$ cat src/rtl/argmax_unit.sv
// Final classification stage: captures ten signed class scores on a start strobe,
// scans them one per cycle and reports the index and value of the largest score.
module argmax_unit #(
    parameter int DATA_WIDTH = 32
) (
    input  logic                  clk,
    input  logic                  rst,
    input  logic                  argmax_enable,
    input  logic [DATA_WIDTH-1:0] prob_0,
    input  logic [DATA_WIDTH-1:0] prob_1,
    input  logic [DATA_WIDTH-1:0] prob_2,
    input  logic [DATA_WIDTH-1:0] prob_3,
    input  logic [DATA_WIDTH-1:0] prob_4,
    input  logic [DATA_WIDTH-1:0] prob_5,
    input  logic [DATA_WIDTH-1:0] prob_6,
    input  logic [DATA_WIDTH-1:0] prob_7,
    input  logic [DATA_WIDTH-1:0] prob_8,
    input  logic [DATA_WIDTH-1:0] prob_9,
    output logic [3:0]            result,
    output logic [DATA_WIDTH-1:0] max_score,
    output logic                  argmax_done,
    output logic                  argmax_busy,
    output logic [1:0]            dbg_state
);

    // Handshake: argmax_enable acts as a valid strobe and ~argmax_busy as ready.
    // A start is accepted only on an edge where both are high; prob_* are captured
    // on that edge and never sampled again. argmax_done pulses for one cycle when
    // result/max_score take their new values.
    typedef enum logic [1:0] {
        IDLE = 2'd0,
        SCAN = 2'd1,
        DONE = 2'd2
    } state_t;

    localparam logic [3:0] LAST_IDX = 4'd9;

    state_t                state, state_nxt;
    logic [DATA_WIDTH-1:0] score [0:9];
    logic [DATA_WIDTH-1:0] best;
    logic [3:0]            best_idx;
    logic [3:0]            idx;

    logic [DATA_WIDTH-1:0] cur_score;
    logic [DATA_WIDTH-1:0] best_nxt;
    logic [3:0]            best_idx_nxt;
    logic                  scan_last;

    // State register
    always_ff @(posedge clk) begin
        if (rst) begin
            state <= IDLE;
        end else begin
            state <= state_nxt;
        end
    end

    // Next-state logic
    always_comb begin
        state_nxt = state;
        case (state)
            IDLE: begin
                if (argmax_enable) begin
                    state_nxt = SCAN;
                end
            end
            SCAN: begin
                if (scan_last) begin
                    state_nxt = DONE;
                end
            end
            DONE: begin
                state_nxt = IDLE;
            end
            default: begin
                state_nxt = IDLE;
            end
        endcase
    end

    // Explicit mux keeps out-of-range idx values from indexing past the array.
    always_comb begin
        cur_score = score[0];
        case (idx)
            4'd1:    cur_score = score[1];
            4'd2:    cur_score = score[2];
            4'd3:    cur_score = score[3];
            4'd4:    cur_score = score[4];
            4'd5:    cur_score = score[5];
            4'd6:    cur_score = score[6];
            4'd7:    cur_score = score[7];
            4'd8:    cur_score = score[8];
            4'd9:    cur_score = score[9];
            default: cur_score = score[0];
        endcase
    end

    // Strict signed compare so the earliest index wins a tie.
    always_comb begin
        best_nxt     = best;
        best_idx_nxt = best_idx;
        if ($signed(cur_score) > $signed(best)) begin
            best_nxt     = cur_score;
            best_idx_nxt = idx;
        end
    end

    assign scan_last = (state == SCAN) && (idx == LAST_IDX);

    // Datapath registers
    always_ff @(posedge clk) begin
        if (rst) begin
            for (int i = 0; i < 10; i++) begin
                score[i] <= '0;
            end
            best      <= '0;
            best_idx  <= '0;
            idx       <= '0;
            result    <= '0;
            max_score <= '0;
        end else begin
            case (state)
                IDLE: begin
                    if (argmax_enable) begin
                        score[0] <= prob_0;
                        score[1] <= prob_1;
                        score[2] <= prob_2;
                        score[3] <= prob_3;
                        score[4] <= prob_4;
                        score[5] <= prob_5;
                        score[6] <= prob_6;
                        score[7] <= prob_7;
                        score[8] <= prob_8;
                        score[9] <= prob_9;
                        best     <= prob_0;
                        best_idx <= 4'd0;
                        idx      <= 4'd1;
                    end
                end
                SCAN: begin
                    best     <= best_nxt;
                    best_idx <= best_idx_nxt;
                    if (scan_last) begin
                        // Publish including the idx-9 compare from this same edge.
                        result    <= best_idx_nxt;
                        max_score <= best_nxt;
                    end else begin
                        idx <= idx + 4'd1;
                    end
                end
                default: begin
                end
            endcase
        end
    end

    assign argmax_done = (state == DONE);
    assign argmax_busy = (state != IDLE);
    assign dbg_state   = state;

endmodule

$ cat config.mk
export PLATFORM = sky130hd
export DESIGN_NAME = argmax_unit
export DESIGN_NICKNAME = d
export VERILOG_FILES = /design/src/rtl/argmax_unit.sv
export SDC_FILE = /design/constraint.sdc
export NUM_CORES = 1
export LEC_CHECK = 0
export ABC_AREA = 1
export BUFFER_PORTS_ARGS = -buffer_cell sky130_fd_sc_hd__clkbuf_2
export CORE_MARGIN = 10
export CORE_UTILIZATION = 27
export CTS_CLUSTER_SIZE = 8
export DETAILED_ROUTE_END_ITERATION = 10
export PLACE_DENSITY_LB_ADDON = 0.1
export SLEW_MARGIN = 25
export SYNTH_ARGS = -nofsm -noshare
export SYNTH_HDL_FRONTEND = slang
export SYNTH_SLANG_ARGS = --single-unit
$ cat constraint.sdc
create_clock -name clk -period 19.8 [get_ports clk]
set_input_delay 1.98 -clock clk [delete_from_list [all_inputs] [get_ports clk]]
set_output_delay 1.98 -clock clk [all_outputs]
set_load 0.05 [all_outputs]
==> flow_summary.yaml <==
power:
  p_leak_nw: 11.7
  power_mw: 2.27
  peakVddDrop_mv: 0.0571
  power_density_nw_per_um2: 96.7
sta:
  rsz0062_at_grt: "false"
  worst_slew_pin_slew_ps: 996
  setup_viol: 0
  fmax_mhz: 176
  hold_viol: 0
  finClkSkew_ps: 22.0
  period_share_pct: 28.7
  finalSetupTns_ps: 0
  hold_ws_ps: 462
  drv_slew: 0
  min_period_ps: 5680
  slew_headroom_pct: 33.5
floorplan:
  dieHeight_um: 287
  core_area_sq_um: 70300
  num_io_pins: 363
  initial_core_util_pct: 27.4
  die_w_um: 287
  die_area_sq_um: 82300
  num_rows: 97
clocking:
  cts.repair.resized: 0
  root_buffer: "clkbuf_16"
  cts_tree: "built"
  htree_levels: 2
  clk_latency_ps: 600
  cts_made_buffers: 56
  clk_pin_slew_ps: 60
  postCtsSetupRepairBufs: 0
  cts_hold_repair.buffers: 0
  cts_sinks: 398
  clockBufferDepth: 3
critical_path:
  crit_slowest_cell: "nand3_4"
  critical-path-top-delay-family: "simple AND/OR/NAND/NOR gates"
  slowest_delay_ps: 650
  cp-end-kind: "flip-flop"
  path_buf_inv: 3
  critPathKind: "flip-flop to flip-flop"
  cp_max_fo: 63
  required_ps: 20270
  cp_common_cell: "nand2_1"
  startpoint_type: "flip-flop"
  cp.arrival_ps: 6150
  crit_chain: "inv_1 > ha_1 > nand3_4 > inv_2 > nor2_2 > nand3_4 > or2_2 > o21ai_1 > inv_1 > ha_1 > nand2_1 > nor2_2 > nand2_2 > nor2_4 > nand4_4 > nand3_4 > nand2_1 > nand3_1 > nand2_1 > nand2_1 > nand2_1"
global_route:
  met3_usage_pct: 3.49
  grt_pass1_vias: 16300
  grt_max_degree: 188
  grt.busiest_layer: "met2"
  met2_usage_pct: 26.4
  grt_overflow: 0
  use_met1_pct: 22.7
  grt_use_total_pct: 16.5
  grt_pass1_wl_um: 103000
  grt_antenna_before_repair: 0
cells_and_area:
  layout.nets: 2950
  area_delta_synth_final_pct: 22.0
  drive_gt1_share_pct: 18.4
  final_util_pct: 33.4
  diodes: 0
routing:
  first_pass_iters: 5
  final_antenna_net_count: 0
  vias: 15600
  first_iter_violations: 1028
  drc: 0
  wl_per_cell_um: 19.7
  wl_um: 69800
  via_per_inst: 4.38
placement:
  hpwl_um: 49100
  gp_congestion: 0.785
  portBuffers: 362
synth:
  synth-async-reset-ratio_pct: 0
  netlist_instances: 2256
  ys_ff_latch: 398
  synth.distinct_cells: 37
  ys_seq_area_share_pct: 58.1
  syn_nets: 2615
  netlist_area_sq_um: 19200
  syn_avg_cell_area_sq_um: 8.52
  synth_flop_cell: "edfxtp_1"
  synth_edf_count: 320
  synth.yosys.warnings: 0
min_path:
  hold_class: "flip-flop to flip-flop"
job:
  cap_violations: 0
outcome:
  status: "complete, no violations"
[report_power, final]
part | switching [mW] | internal [mW]
clock | 0.362 | 0.512
combinational | 0.280 | 0.119
sequential | 0.0189 | 0.977
total | 0.661 | 1.61
[Yosys cell counts, types with 3 or more instances]
| cell type | n | area [sq um] |
|---|---|---|
| buf_1 | 6 | 22.5 |
| a21oi_1 | 56 | 280 |
| buf_2 | 31 | 155 |
| nand4_1 | 58 | 363 |
| o21ai_1 | 6 | 30.0 |
| o211ai_1 | 5 | 37.5 |
| nand2_2 | 3 | 18.8 |
| edfxtp_1 | 320 | 9610 |
| inv_2 | 11 | 41.3 |
| ha_1 | 36 | 450 |
| or2_0 | 4 | 25.0 |
| dfxtp_1 | 78 | 1560 |
| o21ai_0 | 28 | 140 |
| or2_2 | 4 | 25.0 |
| nand3_2 | 3 | 30.0 |
| nor3_1 | 4 | 20.0 |
| inv_1 | 426 | 1600 |
| nand3_1 | 126 | 631 |
| nand3_4 | 3 | 52.6 |
| clkbuf_1 | 58 | 218 |
| a31oi_1 | 6 | 37.5 |
| o22ai_1 | 22 | 138 |
| nor2_2 | 4 | 25.0 |
| nor2_1 | 387 | 1450 |
| buf_4 | 8 | 60.1 |
| nand2_1 | 547 | 2050 |
[routing by layer]
layer  part of all wire [%]  wire length (um)
met5                      0                 0
met4                    1.7              1170
met3                    5.5              3840
met2                     46             31900
met1                     47             32900
[logic make-up (layout without fill, tap and decap cells)]
family          count (synthesis)  in the layout  synth area share [%]
fa+ha+maj                      36             36                  2.34
flops                         398            398                  58.1
compound gates                127            127                  3.61
simple gates                 1149           1149                  24.8
buf+inv                       546            902                  11.1
[worst min-delay path: cells and delay by family, from the launching register on]
family / cells / cell delay, ps
DFF: 1 / 300
AOI/OAI and AO/OA: 1 / 50
and+or+nand+nor: 1 / 60
[area by class of cell]
cell class,instances,area [sq um]
clock buffers,76,1490
clock inverters,3,28.8
fillers,7447,46800
inverters,441,1670
multi-input cells,1312,5940
flip-flops and latches,398,11200
well taps,940,1180
repair buffers,382,1990
[state kept, by name (all words and copies together), names as in the netlist]
register   cells
score        320
best          32
max_score     32
best_idx       4
idx            4
result         4
dbg_state      2
[final timing paths]
kind / start / end / slack (ps) / cells after the start
worst max-delay path: idx[1] / best[28] / 14120 / 21
worst min-delay path: best_idx[3] / best_idx[3] / 460 / 2
worst max register to register: idx[1] / best[28] / 14120 / 21
worst min register to register: best_idx[3] / best_idx[3] / 460 / 2
[cells in the final DEF (no fill, tap or decap), drive strengths merged, types with 20 or more instances in the layout]
cell type    n
clkbuf     438
dfxtp       78
edfxtp     320
o22ai       22
nand2      551
ha          36
buf         20
nand4       59
nor2       393
o21ai       34
inv        441
nand3      132
a21oi       57
[per-stage QoR]
step	setup slack, ps	cell area [sq um]	std cells
detailed placement	14030	21900	3472
global route	13530	23500	3552
floorplan	9760	19200	2256
finish	14120	23500	3552
CTS	14000	23400	3551
global placement	14170	21900	3472
Power figures use the tool's default switching activity.
